--- config.mk ---
export PLATFORM = sky130hd
export DESIGN_NAME = ara_resp_join
export DESIGN_NICKNAME = d
export VERILOG_FILES = /design/src/rtl/ara_pkg.sv /design/src/rtl/ara_resp_join_fifo.sv /design/src/rtl/ara_resp_join.sv
export SDC_FILE = /design/constraint.sdc
export NUM_CORES = 1
export LEC_CHECK = 0
export ABC_AREA = 1
export CAP_MARGIN = 15
export CORE_MARGIN = 5
export CORE_UTILIZATION = 30
export CTS_CLUSTER_SIZE = 25
export DETAILED_ROUTE_END_ITERATION = 16
export SYNTH_ARGS = -nofsm -noshare
export SYNTH_HDL_FRONTEND = slang
export SYNTH_SLANG_ARGS = --single-unit
--- constraint.sdc ---
create_clock -name clk_i -period 9.8 [get_ports clk_i]
set_input_delay 0.98 -clock clk_i [delete_from_list [all_inputs] [get_ports clk_i]]
set_output_delay 0.98 -clock clk_i [all_outputs]
set_load 0.05 [all_outputs]
--- src/rtl/ara_pkg.sv ---
`default_nettype none
// +----------------------------------------------------------------------------+
// | Module  : ara_pkg                                                          |
// | Brief   : Shared types and merge helpers for the Ara response join path.   |
// | Rev     : 1.0  initial release                                             |
// +----------------------------------------------------------------------------+
package ara_pkg;

    localparam int unsigned c_max_nr_clusters = 16;
    localparam int unsigned c_elen_width      = 64;
    localparam int unsigned c_trans_id_width  = 3;
    localparam int unsigned c_fflags_width    = 5;

    typedef struct packed {
        logic [c_elen_width-1:0]     result;
        logic [c_trans_id_width-1:0] trans_id;
        logic [c_fflags_width-1:0]   fflags;
        logic                        exc_valid;
        logic [c_elen_width-1:0]     exc_tval;
    } clu_resp_t;

    // Result and id come from cluster 0; flags OR together; tval from the lowest excepting cluster.
    function automatic clu_resp_t merge_resp(input clu_resp_t heads [c_max_nr_clusters],
                                             input int unsigned nr);
        clu_resp_t m;
        logic      found;
        m          = '0;
        found      = 1'b0;
        m.result   = heads[0].result;
        m.trans_id = heads[0].trans_id;
        for (int unsigned i = 0; i < c_max_nr_clusters; i++) begin
            if (i < nr) begin
                m.fflags = m.fflags | heads[i].fflags;
                if (heads[i].exc_valid && !found) begin
                    m.exc_valid = 1'b1;
                    m.exc_tval  = heads[i].exc_tval;
                    found       = 1'b1;
                end
            end
        end
        return m;
    endfunction

    function automatic logic id_mismatch(input clu_resp_t heads [c_max_nr_clusters],
                                         input int unsigned nr);
        logic mm;
        mm = 1'b0;
        for (int unsigned i = 1; i < c_max_nr_clusters; i++) begin
            if ((i < nr) && (heads[i].trans_id != heads[0].trans_id)) begin
                mm = 1'b1;
            end
        end
        return mm;
    endfunction

endpackage
`default_nettype wire

--- src/rtl/ara_resp_join_fifo.sv ---
`default_nettype none
// +----------------------------------------------------------------------------+
// | Module  : ara_resp_fifo                                                    |
// | Brief   : Synchronous FIFO of clu_resp_t, no fall-through, full/empty.     |
// | Rev     : 1.0  initial release                                             |
// +----------------------------------------------------------------------------+
module ara_resp_fifo
    import ara_pkg::*;
#(
    parameter int unsigned DEPTH = 4
) (
    input  logic      clk,
    input  logic      rst,
    input  logic      i_push,
    input  logic      i_pop,
    input  clu_resp_t i_data,
    output clu_resp_t o_data,
    output logic      o_full,
    output logic      o_empty
);

    localparam int unsigned          c_ptr_w      = $clog2(DEPTH);
    localparam logic [c_ptr_w:0]     c_full_count = (c_ptr_w + 1)'(DEPTH);

    if ((DEPTH < 2) || ((DEPTH & (DEPTH - 1)) != 0)) begin : g_depth_check
        $error("ara_resp_fifo: DEPTH must be a power of two and at least 2");
    end

    logic [c_ptr_w-1:0] r_wr_ptr;
    logic [c_ptr_w-1:0] r_rd_ptr;
    logic [c_ptr_w:0]   r_count;
    clu_resp_t          r_mem [DEPTH];
    logic               w_push;
    logic               w_pop;

    assign o_full  = (r_count == c_full_count);
    assign o_empty = (r_count == '0);
    assign w_push  = i_push && !o_full;
    assign w_pop   = i_pop && !o_empty;
    assign o_data  = r_mem[r_rd_ptr];

    always_ff @(posedge clk) begin
        if (rst) begin
            r_wr_ptr <= '0;
            r_rd_ptr <= '0;
            r_count  <= '0;
        end else begin
            if (w_push) begin
                r_wr_ptr <= r_wr_ptr + 1'b1;
            end
            if (w_pop) begin
                r_rd_ptr <= r_rd_ptr + 1'b1;
            end
            case ({w_push, w_pop})
                2'b10:   r_count <= r_count + 1'b1;
                2'b01:   r_count <= r_count - 1'b1;
                default: r_count <= r_count;
            endcase
        end
    end

    // Storage needs no reset; visibility is governed by the count alone.
    always_ff @(posedge clk) begin
        if (w_push) begin
            r_mem[r_wr_ptr] <= i_data;
        end
    end

endmodule
`default_nettype wire

--- src/rtl/ara_resp_join.sv ---
`default_nettype none
// +----------------------------------------------------------------------------+
// | Module  : ara_resp_join                                                    |
// | Brief   : Buffers per-cluster Ara responses and emits one merged response. |
// | Rev     : 1.0  initial release                                             |
// +----------------------------------------------------------------------------+
module ara_resp_join
    import ara_pkg::*;
#(
    parameter int unsigned NR_CLUSTERS    = 4,
    parameter int unsigned FIFO_DEPTH     = 4,
    parameter int unsigned TRANS_ID_WIDTH = 3,
    parameter int unsigned ELEN_WIDTH     = 64
) (
    input  logic                                 clk_i,
    input  logic                                 rst_i,
    input  logic [NR_CLUSTERS-1:0]               clu_resp_valid_i,
    output logic [NR_CLUSTERS-1:0]               clu_resp_ready_o,
    input  logic [NR_CLUSTERS*ELEN_WIDTH-1:0]    clu_result_i,
    input  logic [NR_CLUSTERS*TRANS_ID_WIDTH-1:0] clu_trans_id_i,
    input  logic [NR_CLUSTERS*5-1:0]             clu_fflags_i,
    input  logic [NR_CLUSTERS-1:0]               clu_exc_valid_i,
    input  logic [NR_CLUSTERS*ELEN_WIDTH-1:0]    clu_exc_tval_i,
    input  logic [NR_CLUSTERS-1:0]               clu_store_pending_i,
    output logic                                 resp_valid_o,
    input  logic                                 resp_ready_i,
    output logic [ELEN_WIDTH-1:0]                resp_result_o,
    output logic [TRANS_ID_WIDTH-1:0]            resp_trans_id_o,
    output logic [4:0]                           resp_fflags_o,
    output logic                                 resp_exc_valid_o,
    output logic [ELEN_WIDTH-1:0]                resp_exc_tval_o,
    output logic                                 store_pending_o,
    output logic                                 id_mismatch_o,
    output logic [15:0]                          resp_count_o
);

    if ((NR_CLUSTERS < 1) || (NR_CLUSTERS > c_max_nr_clusters)) begin : g_nr_check
        $error("ara_resp_join: NR_CLUSTERS out of range 1..c_max_nr_clusters");
    end

    if ((TRANS_ID_WIDTH != c_trans_id_width) || (ELEN_WIDTH != c_elen_width)) begin : g_width_check
        $error("ara_resp_join: widths must match the clu_resp_t layout in ara_pkg");
    end

    clu_resp_t              w_push_data [NR_CLUSTERS];
    clu_resp_t              w_head      [NR_CLUSTERS];
    clu_resp_t              w_heads_all [c_max_nr_clusters];
    logic [NR_CLUSTERS-1:0] w_full;
    logic [NR_CLUSTERS-1:0] w_empty;
    logic                   w_join_fire;
    clu_resp_t              w_merged;
    logic                   w_mismatch;

    clu_resp_t              r_resp;
    logic                   r_resp_valid;
    logic                   r_id_mismatch;
    logic [15:0]            r_resp_count;
    logic                   r_store_pending;

    for (genvar c = 0; c < NR_CLUSTERS; c++) begin : g_clu
        assign w_push_data[c] = '{
            result:    clu_result_i[c*ELEN_WIDTH +: ELEN_WIDTH],
            trans_id:  clu_trans_id_i[c*TRANS_ID_WIDTH +: TRANS_ID_WIDTH],
            fflags:    clu_fflags_i[c*5 +: 5],
            exc_valid: clu_exc_valid_i[c],
            exc_tval:  clu_exc_tval_i[c*ELEN_WIDTH +: ELEN_WIDTH]
        };

        ara_resp_fifo #(
            .DEPTH (FIFO_DEPTH)
        ) u_fifo (
            .clk     (clk_i),
            .rst     (rst_i),
            .i_push  (clu_resp_valid_i[c]),
            .i_pop   (w_join_fire),
            .i_data  (w_push_data[c]),
            .o_data  (w_head[c]),
            .o_full  (w_full[c]),
            .o_empty (w_empty[c])
        );
    end

    // Ready depends only on registered occupancy, never on this cycle's pop.
    assign clu_resp_ready_o = ~w_full;
    assign w_join_fire      = (&(~w_empty)) && (!r_resp_valid || resp_ready_i);

    always_comb begin
        for (int unsigned i = 0; i < c_max_nr_clusters; i++) begin
            w_heads_all[i] = '0;
        end
        for (int unsigned i = 0; i < NR_CLUSTERS; i++) begin
            w_heads_all[i] = w_head[i];
        end
    end

    assign w_merged   = merge_resp(w_heads_all, NR_CLUSTERS);
    assign w_mismatch = id_mismatch(w_heads_all, NR_CLUSTERS);

    always_ff @(posedge clk_i) begin
        if (rst_i) begin
            r_resp          <= '0;
            r_resp_valid    <= 1'b0;
            r_id_mismatch   <= 1'b0;
            r_resp_count    <= '0;
            r_store_pending <= 1'b0;
        end else begin
            if (w_join_fire) begin
                r_resp       <= w_merged;
                r_resp_valid <= 1'b1;
            end else if (resp_ready_i) begin
                r_resp_valid <= 1'b0;
            end
            if (w_join_fire && w_mismatch) begin
                r_id_mismatch <= 1'b1;
            end
            if (r_resp_valid && resp_ready_i) begin
                r_resp_count <= r_resp_count + 16'd1;
            end
            r_store_pending <= |clu_store_pending_i;
        end
    end

    assign resp_valid_o     = r_resp_valid;
    assign resp_result_o    = r_resp.result;
    assign resp_trans_id_o  = r_resp.trans_id;
    assign resp_fflags_o    = r_resp.fflags;
    assign resp_exc_valid_o = r_resp.exc_valid;
    assign resp_exc_tval_o  = r_resp.exc_tval;
    assign store_pending_o  = r_store_pending;
    assign id_mismatch_o    = r_id_mismatch;
    assign resp_count_o     = r_resp_count;

endmodule
`default_nettype wire

==> out/metrics.cfg <==
[drt]
ant_nets=0
via_count=41300
drt_wl_total_um=198000
drt_iter0_drc=3852
wl_per_cell_um=24.0
drc=0
viasPerCell=5.00
firstDrtPassIters=7

[setup_path]
worstPathCellList=inv_4 > buf_4 > o21ai_0 > o22ai_4 > buf_4 > nand3_1 > nand2_1 > nor2_1 > nor2_1
cp_max_fo=91
r2r_cells=9
criticalPathCategory=reg -> reg
cp_data_required_time_ns=10.53
critPathLaunchType=flop
crit_buf_inv=3
path_delay_family=buffers and inverters
critPathSlowestCell=buf_4
cp_data_arrival_time_ns=5.16
end_kind=flop
path_depth=9
cp_slowest_stage_delay_ns=0.85

[sta]
fin_crit_sh_pct=45.2
rsz0062_at_grt=false
fmax_ghz=0.226
hold_violations=0
finalSetupViolations=0
layout_min_cycle_time_ns=4.43
timing.setup.tns_ns=0
slew_violations=0
skew_ns=0.0388
worstMarginPinSlew_ns=1.15
maxSlewHeadroom_pct=23.6

[cts]
post_cts_buffers=0
clk_root_buffer_cell=clkbuf_16
h-tree-depth=4
clk_path_buf_depth=3
cts_buffers=173
clkTransAtPathRegs_ns=0.06
cts_tree=done
cts.sinks=1616
cts_hold_buf=0
cts_resized=0
clk_latency_ns=0.80

[global_routing]
grt_max_degree=159
overflow=0
grt_pass1_wl_um=279000
grt_use_total_pct=17.6
antenna_found_initial=126
grt_pass1_vias=39100

[synthesis]
synth_largest_area_cell=edfxtp_1
synth_edf_count=1424
avgSynthCellArea_sq_um=12.6
ys_top_cells_by_count=1424 x edfxtp_1, 992 x nor2_1, 760 x o21ai_0
synth_nets=5499
synth_most_common_cell=edfxtp_1
synth-async-reset-ratio_pct=0
synth_cell_type_count=37
synth_area_leaders=edfxtp_1 69%, dfxtp_1 6.2%, o21ai_0 6.1%, nor2_1 6.0%, o22ai_1 3.4%
ys_seq_elements=1616
synth_area_sq_um=62200
ys_warn_count=0
synth.top_cell.area_share_pct=68.8
ys_seq_area_share_pct=75.0
synthCells=4915
synth_ff_type=edfxtp_1

[final_layout]
multi_input_area_sq_um=13800
drive_gt1_share_pct=7.08
final_cells=8275
fillers=19800
syn_to_final_growth_pct=21.8
fin_nets=5939
regArea_sq_um=46600

[die]
initial_core_util_pct=30.1
core-area_sq_um=207000
dieArea_sq_um=216000
fp.dieH_um=465
row_count=167
die_x_um=465
io_pins=719

[min_path]
hold_path_class=reg -> reg
holdPathStages=2

[placement]
dpl.hpwl_um=124000
port_buffers=526
gp_congestion=0.785
place_inst=7884

[power_and_ir_drop]
p_leak_uw=0.0251
irDropWorstVdd_mv=0.174
powerDensity_nw_per_um2=219

[job]
maxCapViolCount=0

[status]
run_status=finished, final reports clean

[worst paths after layout]
path | startpoint | endpoint | slack, ns
worst min-delay path | resp_count_o[8] | resp_count_o[8] | 0.47
worst max register to register | flop | resp_exc_tval_o[46] | 5.37
worst min register to register | resp_count_o[8] | resp_count_o[8] | 0.47
worst max-delay path | flop | resp_exc_tval_o[46] | 5.37
[through the flow]
stage / instance area [sq um] / setup slack, ns / total power, uW / hold slack (ns) / util (%)
2_1_floorplan: 62200 / 2.28 / 9430 / 0.443 / -
6_report: 75700 / 5.37 / 16600 / 0.470 / 36.6
3_5_place_dp: 70000 / 5.25 / 10400 / 0.467 / 33.9
4_1_cts: 75600 / 5.24 / 16800 / 0.476 / 36.6
3_3_place_gp: 70000 / 5.30 / 10300 / 0.452 / 33.9
5_1_grt: 75600 / 5.08 / 17200 / 0.489 / 36.6
[worst register-to-register path, delay by kind of cell, from the launching register on]
| kind | cells | cell delay [ns] |
|---|---|---|
| flops | 1 | 0.54 |
| buf+inv | 3 | 2.16 |
| compound gates | 2 | 0.80 |
| simple gates | 4 | 0.87 |
[cells in the final DEF (no fill, tap or decap), drive strengths merged, types with 2 or more instances in the layout]
cell type	synthesis	layout
a21oi	47	47
buf	154	69
bufinv	0	11
clkbuf	176	232
clkdlybuf4s50	0	526
clkinv	1	66
clkinvlp	0	12
dfxtp	192	192
diode	0	65
edfxtp	1424	1424
fa	4	4
ha	21	21
inv	91	97
nand2	288	288
nand3	291	291
nand4	2	2
nor2	997	997
nor3	13	13
nor3b	5	5
nor4	2	2
o21ai	855	855
o22ai	341	341
xnor2	3	3
xor2	4	4
[cell families (layout without fill, tap and decap cells)]
logic type               count (synthesis)  in the layout  share of synthesized area, %
adder cells (fa/ha/maj)                 25             25                         0.552
buffers and inverters                  422           1013                          3.10
other                                    0             65                             0
XOR/XNOR                                 7              7                        0.0986
AO/OA/AOI/OAI                         1246           1246                          10.7
flip-flops                            1616           1616                          75.0
AND/OR/NAND/NOR                       1599           1599                          10.5
[power breakdown]
group	switching, uW	leakage (uW)	internal, uW
clock	2700	0.00270	3700
combinational	1530	0.00774	588
sequential	157	0.0146	7920
total	4390	0.0251	12200
[layout make-up]
type	instances	share of cell area (%)
well taps	2704	4.47
flip-flops and latches	1616	61.6
clock buffers	232	6.24
clock inverters	94	1.15
diodes	65	0.215
repair buffers	595	7.65
inverters	92	0.510
multi-input cells	2877	18.2
[registers in the layout, summed over array words and instances (netlist names), 3 cells and up, named ones only]
| signal | flops |
|---|---|
| g_clu.u_fifo.r_count | 12 |
| g_clu.u_fifo.r_mem | 1424 |
| g_clu.u_fifo.r_rd_ptr | 8 |
| g_clu.u_fifo.r_wr_ptr | 8 |
| resp_count_o | 16 |
| resp_exc_tval_o | 64 |
| resp_fflags_o | 5 |
| resp_result_o | 64 |
| resp_trans_id_o | 3 |
[metal layers]
layer  global-route usage (%)  routed length, um  up-vias
met5                        0                365        -
met2                     28.6              94400     1514
met3                     5.73              17800      373
li1                         -                  -    18900
met4                     8.03               8790       54
met1                     21.4              77000    20500
(Power assumes the default switching activity.)
